### src/rtl/fb_port_arbiter.sv
// Framebuffer RAM port arbiter: scanout reads always win, formatter writes are
// buffered in a FIFO and retired in cycles with no read issued.
module fb_port_arbiter #(
    parameter int ADDR_W     = 17,
    parameter int DATA_W     = 16,
    parameter int FIFO_DEPTH = 8
) (
    input  logic                          clk,
    input  logic                          reset_n,
    input  logic                          wr_valid,
    input  logic [ADDR_W-1:0]             wr_addr,
    input  logic [DATA_W-1:0]             wr_data,
    input  logic                          rd_req,
    input  logic [ADDR_W-1:0]             rd_addr,
    output logic [DATA_W-1:0]             rd_data,
    output logic                          rd_data_valid,
    output logic                          mem_en,
    output logic                          mem_we,
    output logic [ADDR_W-1:0]             mem_addr,
    output logic [DATA_W-1:0]             mem_wdata,
    input  logic [DATA_W-1:0]             mem_rdata,
    output logic [$clog2(FIFO_DEPTH):0]   fifo_level,
    output logic                          overflow,
    output logic [15:0]                   drop_count,
    input  logic                          clear_status,
    output logic                          idle
);

    localparam int PTR_W = $clog2(FIFO_DEPTH);
    localparam int LVL_W = PTR_W + 1;
    localparam logic [LVL_W-1:0] FULL_LVL = LVL_W'(FIFO_DEPTH);

    typedef enum logic [1:0] {GNT_NONE, GNT_READ, GNT_WRITE} grant_e;

    grant_e              r_grant;
    grant_e              w_grant_next;

    logic                r_rd_req;
    logic [ADDR_W-1:0]   r_rd_addr;
    logic [ADDR_W-1:0]   r_fifo_addr [FIFO_DEPTH];
    logic [DATA_W-1:0]   r_fifo_data [FIFO_DEPTH];
    logic [PTR_W-1:0]    r_wr_ptr;
    logic [PTR_W-1:0]    r_rd_ptr;
    logic [LVL_W-1:0]    r_level;
    logic [ADDR_W-1:0]   r_mem_addr;
    logic [DATA_W-1:0]   r_mem_wdata;
    logic                r_rd_v1;
    logic                r_rd_valid;
    logic [DATA_W-1:0]   r_rd_data;
    logic                r_overflow;
    logic [15:0]         r_drop_count;

    logic                w_pop;
    logic                w_push;
    logic                w_drop;

    // Grant uses the registered request so reads and writes both see one cycle of decision latency.
    always_comb begin
        w_grant_next = GNT_NONE;
        if (r_rd_req) begin
            w_grant_next = GNT_READ;
        end else if (r_level != '0) begin
            w_grant_next = GNT_WRITE;
        end
    end

    assign w_pop  = (w_grant_next == GNT_WRITE);
    assign w_push = wr_valid && ((r_level != FULL_LVL) || w_pop);
    assign w_drop = wr_valid && !w_push;

    always_ff @(posedge clk or negedge reset_n) begin
        if (!reset_n) begin
            r_grant <= GNT_NONE;
        end else begin
            r_grant <= w_grant_next;
        end
    end

    always_ff @(posedge clk or negedge reset_n) begin
        if (!reset_n) begin
            r_rd_req    <= 1'b0;
            r_rd_addr   <= '0;
            r_wr_ptr    <= '0;
            r_rd_ptr    <= '0;
            r_level     <= '0;
            r_mem_addr  <= '0;
            r_mem_wdata <= '0;
        end else begin
            r_rd_req  <= rd_req;
            r_rd_addr <= rd_addr;
            case (w_grant_next)
                GNT_READ: begin
                    r_mem_addr <= r_rd_addr;
                end
                GNT_WRITE: begin
                    r_mem_addr  <= r_fifo_addr[r_rd_ptr];
                    r_mem_wdata <= r_fifo_data[r_rd_ptr];
                end
                default: begin
                end
            endcase
            if (w_push) begin
                r_wr_ptr <= r_wr_ptr + 1'b1;
            end
            if (w_pop) begin
                r_rd_ptr <= r_rd_ptr + 1'b1;
            end
            case ({w_push, w_pop})
                2'b10:   r_level <= r_level + 1'b1;
                2'b01:   r_level <= r_level - 1'b1;
                default: r_level <= r_level;
            endcase
        end
    end

    always_ff @(posedge clk) begin
        if (w_push) begin
            r_fifo_addr[r_wr_ptr] <= wr_addr;
            r_fifo_data[r_wr_ptr] <= wr_data;
        end
    end

    always_ff @(posedge clk or negedge reset_n) begin
        if (!reset_n) begin
            r_overflow   <= 1'b0;
            r_drop_count <= '0;
        end else if (clear_status) begin
            r_overflow   <= 1'b0;
            r_drop_count <= '0;
        end else if (w_drop) begin
            r_overflow <= 1'b1;
            if (r_drop_count != '1) begin
                r_drop_count <= r_drop_count + 1'b1;
            end
        end
    end

    always_ff @(posedge clk or negedge reset_n) begin
        if (!reset_n) begin
            r_rd_v1    <= 1'b0;
            r_rd_valid <= 1'b0;
            r_rd_data  <= '0;
        end else begin
            r_rd_v1    <= (r_grant == GNT_READ);
            r_rd_valid <= r_rd_v1;
            if (r_rd_v1) begin
                r_rd_data <= mem_rdata;
            end
        end
    end

    assign mem_en        = (r_grant != GNT_NONE);
    assign mem_we        = (r_grant == GNT_WRITE);
    assign mem_addr      = r_mem_addr;
    assign mem_wdata     = r_mem_wdata;
    assign rd_data       = r_rd_data;
    assign rd_data_valid = r_rd_valid;
    assign fifo_level    = r_level;
    assign overflow      = r_overflow;
    assign drop_count    = r_drop_count;
    assign idle          = (r_level == '0) && !(mem_en && mem_we);

endmodule
### config.mk
export PLATFORM = sky130hd
export DESIGN_NAME = fb_port_arbiter
export DESIGN_NICKNAME = d
export VERILOG_FILES = /design/src/rtl/fb_port_arbiter.sv
export SDC_FILE = /design/constraint.sdc
export NUM_CORES = 1
export LEC_CHECK = 0
export ABC_AREA = 1
export CAP_MARGIN = 10
export CORE_UTILIZATION = 40
export DETAILED_ROUTE_END_ITERATION = 16
export PLACE_DENSITY = 0.7
export SLEW_MARGIN = 20
export SYNTH_ARGS = -nofsm -noshare
export SYNTH_HDL_FRONTEND = slang
export SYNTH_SLANG_ARGS = --single-unit
### constraint.sdc
create_clock -name clk -period 6.5 [get_ports clk]
set_input_delay 0.65 -clock clk [delete_from_list [all_inputs] [get_ports clk]]
set_output_delay 0.65 -clock clk [all_outputs]
set_load 0.02 [all_outputs]
==> flow_results.org, run 1 <==
** Setup path
- Highest fanout seen on the critical path :: 85
- The worst setup path is launched from a flop.
- Crit path launch :: r_rd_ptr[0]
- Category of the worst setup path capture point :: flop
- The startpoint identified for the worst register-to-register timing path is r_rd_ptr[0].
- Critical R2R Capture :: mem_wdata[5]
- Startpoint-to-endpoint class of the critical path :: reg2reg
- At the worst endpoint, the required time is 6960 ps.
- For flop-to-flop paths, the worst setup slack is 3640 ps.
- Data arrival at the endpoint of the critical path :: 3310 ps
- Counting cells, the worst reg-to-reg path comes to 8.

** GRT
- Entering global routing, the biggest net connects 101 pins.
- Vias in the first global route :: 9,153
- Summed over all layers, the global routing overflow is 0.
- Global-route total usage across every layer :: 16.8%
- Number of antenna violations at the first check in global routing :: 2
- The first global-routing pass estimated 48,300 um of wire.

** Clock network
- The tree built by TritonCTS fans out to 362 sinks.
- TritonCTS buffer count :: 38
- Total number of H-tree levels :: 2
- The root buffer cell chosen for the clock tree is clkbuf_16.
- Resized cells post-CTS :: 0
- TritonCTS built the clock tree.
- Clock latency on the worst-skew pair, taken at its later pin, is 520 ps.
- Buffers added to address setup during post-CTS repair amount to 0.
- For this design, the CTS-stage hold fixing added 0 buffers.
- Max Root-Sink Buffers :: 3
- After clock tree synthesis, the clock-pin slew on the worst setup and hold paths is 60 ps.

** Pwr
- Proportion of power drawn by flip-flops and latches :: 42.1%
- Summed over all nets, the switching power comes to 0.00247 W.
- Dividing total power by cell area gives a power density of 416 nW/um^2.
- Leakage power total :: 6.53 nW
- Net switching is 33.7% of the power.
- The share of total power dissipated in combinational logic is 30.0%.
- Peak supply drop :: around 0.2 mV
- Cell internal power was estimated by the tool at 0.00486 W.
- Clock share of power :: roughly 28%

** Layout
- Post-synthesis to final-layout area growth :: 22.2%
- In the final layout, flip-flops and latches occupy 10,400 sq um.
- The library cell used most frequently in the layout, excluding fill and tap cells, is edfxtp_1.
- The post-route netlist has 8.76% of its cells at a drive strength greater than 1.
- Footprint of the multi-input gates :: about 3500 sq um
- The count of cells in the finished layout, fillers not included, comes to 1,843.
- The library cells used most frequently in the layout, excluding fill and tap cells, are edfxtp_1, nand2_1, nand3_1.
- The net count of the finished layout is 1,428.
- Filler cell count in the final layout :: 3,020

** Drt
- Initial DRC count :: 738
- After detailed routing, the number of remaining DRC violations is 0.
- In the final routed layout, each cell accounts on average for 16.9 um.
- Detail-routed via count per cell :: roughly 5.1
- The detail route stage leaves a number of antenna-violating nets equal to 0.
- Detailed-route via count :: 9,398
- Wires add up to between 30,000 and 40,000 um.
- The first detailed-routing pass ran for 5 iterations.

** Synthesis
- Compound-gate portion of the synthesized area :: ~5.6%
- In this run, synthesis inferred 264 flip-flops with an integrated enable.
- Combinational family with the most area after synthesis :: simple AND/OR/NAND/NOR gates
- Number of distinct library cells after synthesis :: 30
- Summing the areas of all and, or, nand and nor instances in the mapped netlist gives 15.8% of the synthesized area.
- After synthesis, the cell types taking the most area are edfxtp_1, dfrtp_1, nand2_1.
- Share of the yosys chip area belonging to registers :: 71.9%
- Average size of a mapped cell :: 11.9 sq um
- Synthesized net count :: 1,289
- Ys Warns :: 0
- After Yosys synthesis, full adders, half adders and majority gates account for 0.572% of the synthesized area.
- Synth Area in XOR/XNOR :: less than 1%
- Summed over all instances, the cell type with the most area after synthesis is edfxtp_1.
- Synth Flop Type :: edfxtp_1
- In this run the cell area of the synthesized design comes to 14,400 sq um.
- After synthesis, the largest area contributor takes up approximately 55% of total cell area.
- Synthesized flop and latch total :: 362
- Proportion of synthesized area in mux cells :: under 10%
- Share of synthesized registers carrying an async set or reset :: ~27%
- Post-synthesis instance total :: 1,212

** Outcome
- Run status :: finished clean

** STA
- For the pin with the worst max-slew slack, the measured transition is 1080 ps.
- Accumulated negative setup slack :: 0 ps
- Fin Clk Skew :: approximately 18 ps
- The tightest hold path in the finished design has a slack of 40.5 ps.
- Final worst-path cycle share :: a little over two fifths
- Count of final setup violators :: 0
- Setup repair after global routing left no endpoint under its margin.
- Max frequency :: 350 MHz
- Final-report max-slew violation count :: 0
- The worst path needs around 2900 ps of the cycle, external delays included.
- Rel. slew slack :: between 20% and 30%
- Final Hold Fails :: 0

** Placed design
- The HPWL after detailed placement is 18,000 um.
- Routability-driven placement finished with a final weighted congestion of approximately 0.84.
- Inst Count DP :: 1,764
- Input and output buffers added on the ports amount to 144.

** Die
- The initial utilization of the core area, before any placement, comes to 40.6%.
- In this run the vertical extent of the chip is approximately 190 um.
- Number of placement rows :: 69
- The die is 192 um wide.
- Die Outline Area :: 36,900 sq um
- 145 I/O pins were placed.
- The core region is 35,600 sq um.

** Flow run
- The tool flagged a number of max-cap violations equal to 0.

** Min path
- The worst hold path belongs to the class in2async.
## power by group through the flow
stage          combinational (W)  clock [W]  sequential (W)
6_report                 0.00220    0.00204         0.00309
5_1_grt                  0.00244    0.00217         0.00313
4_1_cts                  0.00218    0.00208         0.00310
3_5_place_dp             0.00217          0         0.00314
3_3_place_gp             0.00210          0         0.00312
2_1_floorplan            0.00130          0         0.00322
## sequential cells by signal, summed over array words and instances, names as in the netlist
name,cells
r_fifo_data,128
rd_data,16
r_fifo_addr,136
mem_wdata,16
r_rd_addr,17
fifo_level,4
r_grant,2
rd_data_valid,1
overflow,1
r_rd_ptr,3
r_rd_req,1
mem_addr,17
drop_count,16
r_wr_ptr,3
r_rd_v1,1
## synth_stat cells, types with 2 or more instances
cell	n
a21oi_1	3
buf_1	4
buf_2	24
buf_4	4
buf_6	8
clkbuf_1	21
clkinv_1	3
dfrtp_1	98
edfxtp_1	264
ha_1	5
inv_1	48
inv_2	19
mux2_2	16
nand2_1	258
nand2_2	3
nand3_1	154
nand4_1	3
nor2_1	126
o211ai_1	49
o21ai_0	69
o21ai_1	14
xnor2_1	2
xor2_1	10
## critical path, stage by stage (launching register included)
cell	delay, ps
dfrtp_4	720
inv_4	500
buf_4	780
nor2_1	110
nor2_1	130
o21ai_0	100
o211ai_1	150
nand3_1	120
nand2_1	90
## metal layers
metal / track usage, % / vias up / part of all wire, %
met5: 0 / - / 0.035
met4: 5.63 / 2 / 2.0
met3: 2.78 / 51 / 6.5
met2: 28.4 / 338 / 49
met1: 22.1 / 4530 / 43
li1: - / 4477 / -
## per-stage QoR
| step | setup WS [ps] | util (%) | total power (W) | instance area [sq um] |
|---|---|---|---|---|
| final | 3640 | 49.6 | 0.00733 | 17600 |
| after floorplan | 3570 | - | 0.00452 | 14400 |
| after global routing | 3310 | 49.6 | 0.00774 | 17600 |
| after global placement | 3520 | 45.7 | 0.00522 | 16200 |
| after CTS | 3620 | 49.0 | 0.00735 | 17400 |
| after detailed placement | 3380 | 45.7 | 0.00531 | 16200 |
## area by class of cell
class                           instances  share of cell area, %
Antenna cell                            1                 0.0142
Clock buffer                           56                   6.06
Clock inverter                         14                  0.695
Inverter                               70                   1.50
Multi-Input combinational cell        719                   19.9
Sequential cell                       362                   58.9
Tap cell                              461                   3.27
Timing Repair Buffer                  160                   9.66
## worst max-delay path by stage
stage                        endpoint  slack, ps  depth (start not counted)
floorplan           r_fifo_addr[0][0]       3570                          5
global placement    r_fifo_data[4][3]       3520                          4
detailed placement  r_fifo_data[3][7]       3380                          5
CTS                     fifo_level[3]       3620                         13
global route            fifo_level[3]       3310                         13
finish                   mem_wdata[5]       3640                          8
## cells by family after synthesis
| group | Yosys count |
|---|---|
| AO/OA/AOI/OAI | 136 |
| XOR/XNOR | 12 |
| adder cells (fa/ha/maj) | 6 |
| buffers and inverters | 131 |
| flip-flops | 362 |
| multiplexers | 16 |
| AND/OR/NAND/NOR | 549 |
Note: power is estimated with default switching activity, not from simulation.
==> run 2: changes to the inputs <==
PLACE_DENSITY = 0.73   (was 0.7)
clock period = 2.5 ns   (was 6.5 ns; I/O delays follow)
==> flow_results.org, run 2 (same netlist as run 1, synthesis figures left out) <==
** Die
- Width of the chip :: 192 um
- The floorplan step defined a die boundary enclosing 36,900 sq um.
- IO Count :: 145
- Starting utilization of the core area :: 40.6%
- After floorplanning, the core was divided into 69 placement rows.
- The floorplan step set the die height to 192 um.
- Core area :: 35,600 sq um

** Drt
- 1st-pass router iterations :: 7
- Initial DRC count :: roughly 700
- In the final routing, the length of wire on met1 measures 13,500 um.
- Number of nets still failing antenna checks after routing :: 0
- Routed met3 length :: ~2300 um
- The detailed router placed 9,411 vias in this run.
- After detailed routing, no signal wire sits above met5.
- DRC violation count after routing :: 0
- For this block, the routed nets add up to 32,000 um of wire.
- In the final routed layout, each cell accounts on average for 17.2 um.
- After detailed routing, the met2 layer carries 15,500 um of wire.
- Detail-routed via count per cell :: between 5 and 6

** Setup path
- Among all stages on the critical path, the largest delay is contributed by clkdlybuf4s50_1.
- On the worst path, the slowest cell contributes a delay of 610 ps.
- The worst setup path is launched from a flop.
- Ordered cell list for the critical path :: nor2_1, nand2_1, nor2_1, clkdlybuf4s50_1
- Startpoint-to-endpoint class of the critical path :: reg2out
- Data required time at the worst endpoint :: 2250 ps
- Of all nets on the critical path, the largest fanout is 5.
- Category of the worst setup path capture point :: output port
- Data arrival at the endpoint of the critical path :: 2010 ps
- Together, buffers and inverters on the worst path number 1.
- Kind of cell adding the most delay to the critical path :: buffers and inverters
- Worst path most repeated cell :: nor2_1

** GRT
- Vias in the first global route :: 9,322
- Maximum number of pins on one net before global-route repair :: 134
- The initial antenna violation count came to 1.
- The first global-routing pass estimated 50,200 um of wire.
- Final global-route overflow total :: 0
- Global-route total usage across every layer :: 17.5%

** STA
- Adding up every negative setup slack in the final design gives 0 ps.
- WHS :: 152 ps
- The worst path in the final design needs a cycle of 2260 ps, including I/O delays and setup.
- In this run the tightest slew margin relative to its limit is 43.7%.
- Count of final setup violators :: 0
- Fin Clk Skew :: 19.9 ps
- For the pin with the worst max-slew slack, the measured transition is 845 ps.
- Of the available clock period, the critical path in the final layout requires between 90% and 100%.
- Setup repair after global routing left no endpoint under its margin.
- Static timing analysis puts the maximum clock frequency at 443 MHz.
- Final Hold Fails :: 0
- The max-slew violation count was 0.

** Layout
- The area growth from synthesis to layout is 23.6%.
- 0 antenna diodes ended up in the layout.
- Layout cells sized above 1 :: 9.97%
- Ranked by flip-flop count, first place goes to r_fifo_addr.
- Utilization after layout :: roughly half
- Counting the fill cells in the layout gives 2,984.
- Post-route cell area :: roughly 18,000 sq um
- Leaving out fill and tap cells, the most frequent cells in the layout are edfxtp_1, nand2_1, nand3_1.
- The library cell used most frequently in the layout, excluding fill and tap cells, is edfxtp_1.
- The register with the most flip-flops in the layout has 136 of them.
- In the final layout, the registers with the most flip-flops are r_fifo_addr (136), r_fifo_data (128).
- At the end of the flow, the number of nets in the layout was 1,442.

** Placed design
- IO buf count :: 144
- Total half-perimeter wirelength after legalization and detailed placement :: 20,100 um
- GP Congestion :: between 0.8 and 0.9
- Summing all placed instances gives a cell area of 16,500 sq um.

** Clock network
- Root Buffer :: clkbuf_16
- CTS saw 362 sinks.
- Total number of H-tree levels :: 2
- Clock tree from TritonCTS :: done
- Clk slew on worst S/H paths :: 60 ps
- Source-to-sink clock delay at the later pin of the worst-skew pair :: 530 ps
- Resized cells post-CTS :: 0
- Max Root-Sink Buffers :: 3
- TritonCTS buffer count :: 37

** Pwr
- Sum of internal, switching and leakage power :: 0.0198 W
- The analysis attributes to cell leakage a power of 6.65 nW.
- Pwr Density :: 1110 nW/um^2
- Peak supply drop :: 0.581 mV

** Min path
- Hold crit path type :: in2reg

** Outcome
- Run status :: finished clean

** Flow run
- Across the run, the number of max-cap violations was 0.
==> run 2: cell count changes in the layout (fill, tap and decap cells not counted), moves of 2 or more <==
cell and change:
buf_16 -6, buf_4 +15, buf_12 +5, bufinv_16 +6
clkbuf_1 -3, clkinv_1 -2
==> run 2: area by class of cell <==
type | instances | area, sq um | share of cell area [%]
clock inverter | 16 | 295 | 1.66
sequential | 362 | 10400 | 58.2
clock buffer | 52 | 1030 | 5.79
inverter | 70 | 265 | 1.49
timing repair buffer | 175 | 1760 | 9.88
tap | 461 | 577 | 3.23
multi-input combinational | 719 | 3520 | 19.7
==> run 2: worst paths after layout <==
kind / end / depth (start not counted) / start / slack (ps)
hold / removal: r_rd_addr[7] / 1 / rd_addr[7] / 150
setup / recovery: idle / 4 / fifo_level[0] / 240
min in group asynchronous: drop_count[14] / 2 / reset_n / 390
max in group asynchronous: mem_addr[6] / 3 / reset_n / 1420
setup reg to reg: fifo_level[3] / 13 / fifo_level[0] / 360
hold reg to reg: r_rd_v1 / 1 / r_grant[1] / 440
==> run 2: power breakdown <==
| group | total [W] | internal, W | switching, W |
|---|---|---|---|
| Sequential | 0.00788 | 0.00749 | 0.000396 |
| Clock | 0.00591 | 0.00365 | 0.00226 |
| Combinational | 0.00601 | 0.00214 | 0.00387 |
==> run 2: per-stage QoR <==
step / instances / setup WS, ps
final: 1855 / 243
after detailed placement: 1786 / 328
after global placement: 1786 / 362
after CTS: 1855 / 202
after floorplan: 1212 / -432
after global routing: 1855 / 50.7
==> run 2: timing repair <==
item / 4_1_cts / 5_1_grt
buffers inserted: 0 / 0
hold buffers: 1 / 0
setup endpoints to repair: 0 / 0
endpoints found under the hold margin: 59 / 0
==> run 2: metal layers <==
| metal | vias to the layer above | GRT usage (%) |
|---|---|---|
| met5 | - | 0 |
| met4 | 2 | 5.51 |
| met3 | 61 | 3.25 |
| met2 | 294 | 29.1 |
| met1 | 4545 | 23.1 |
| li1 | 4509 | - |
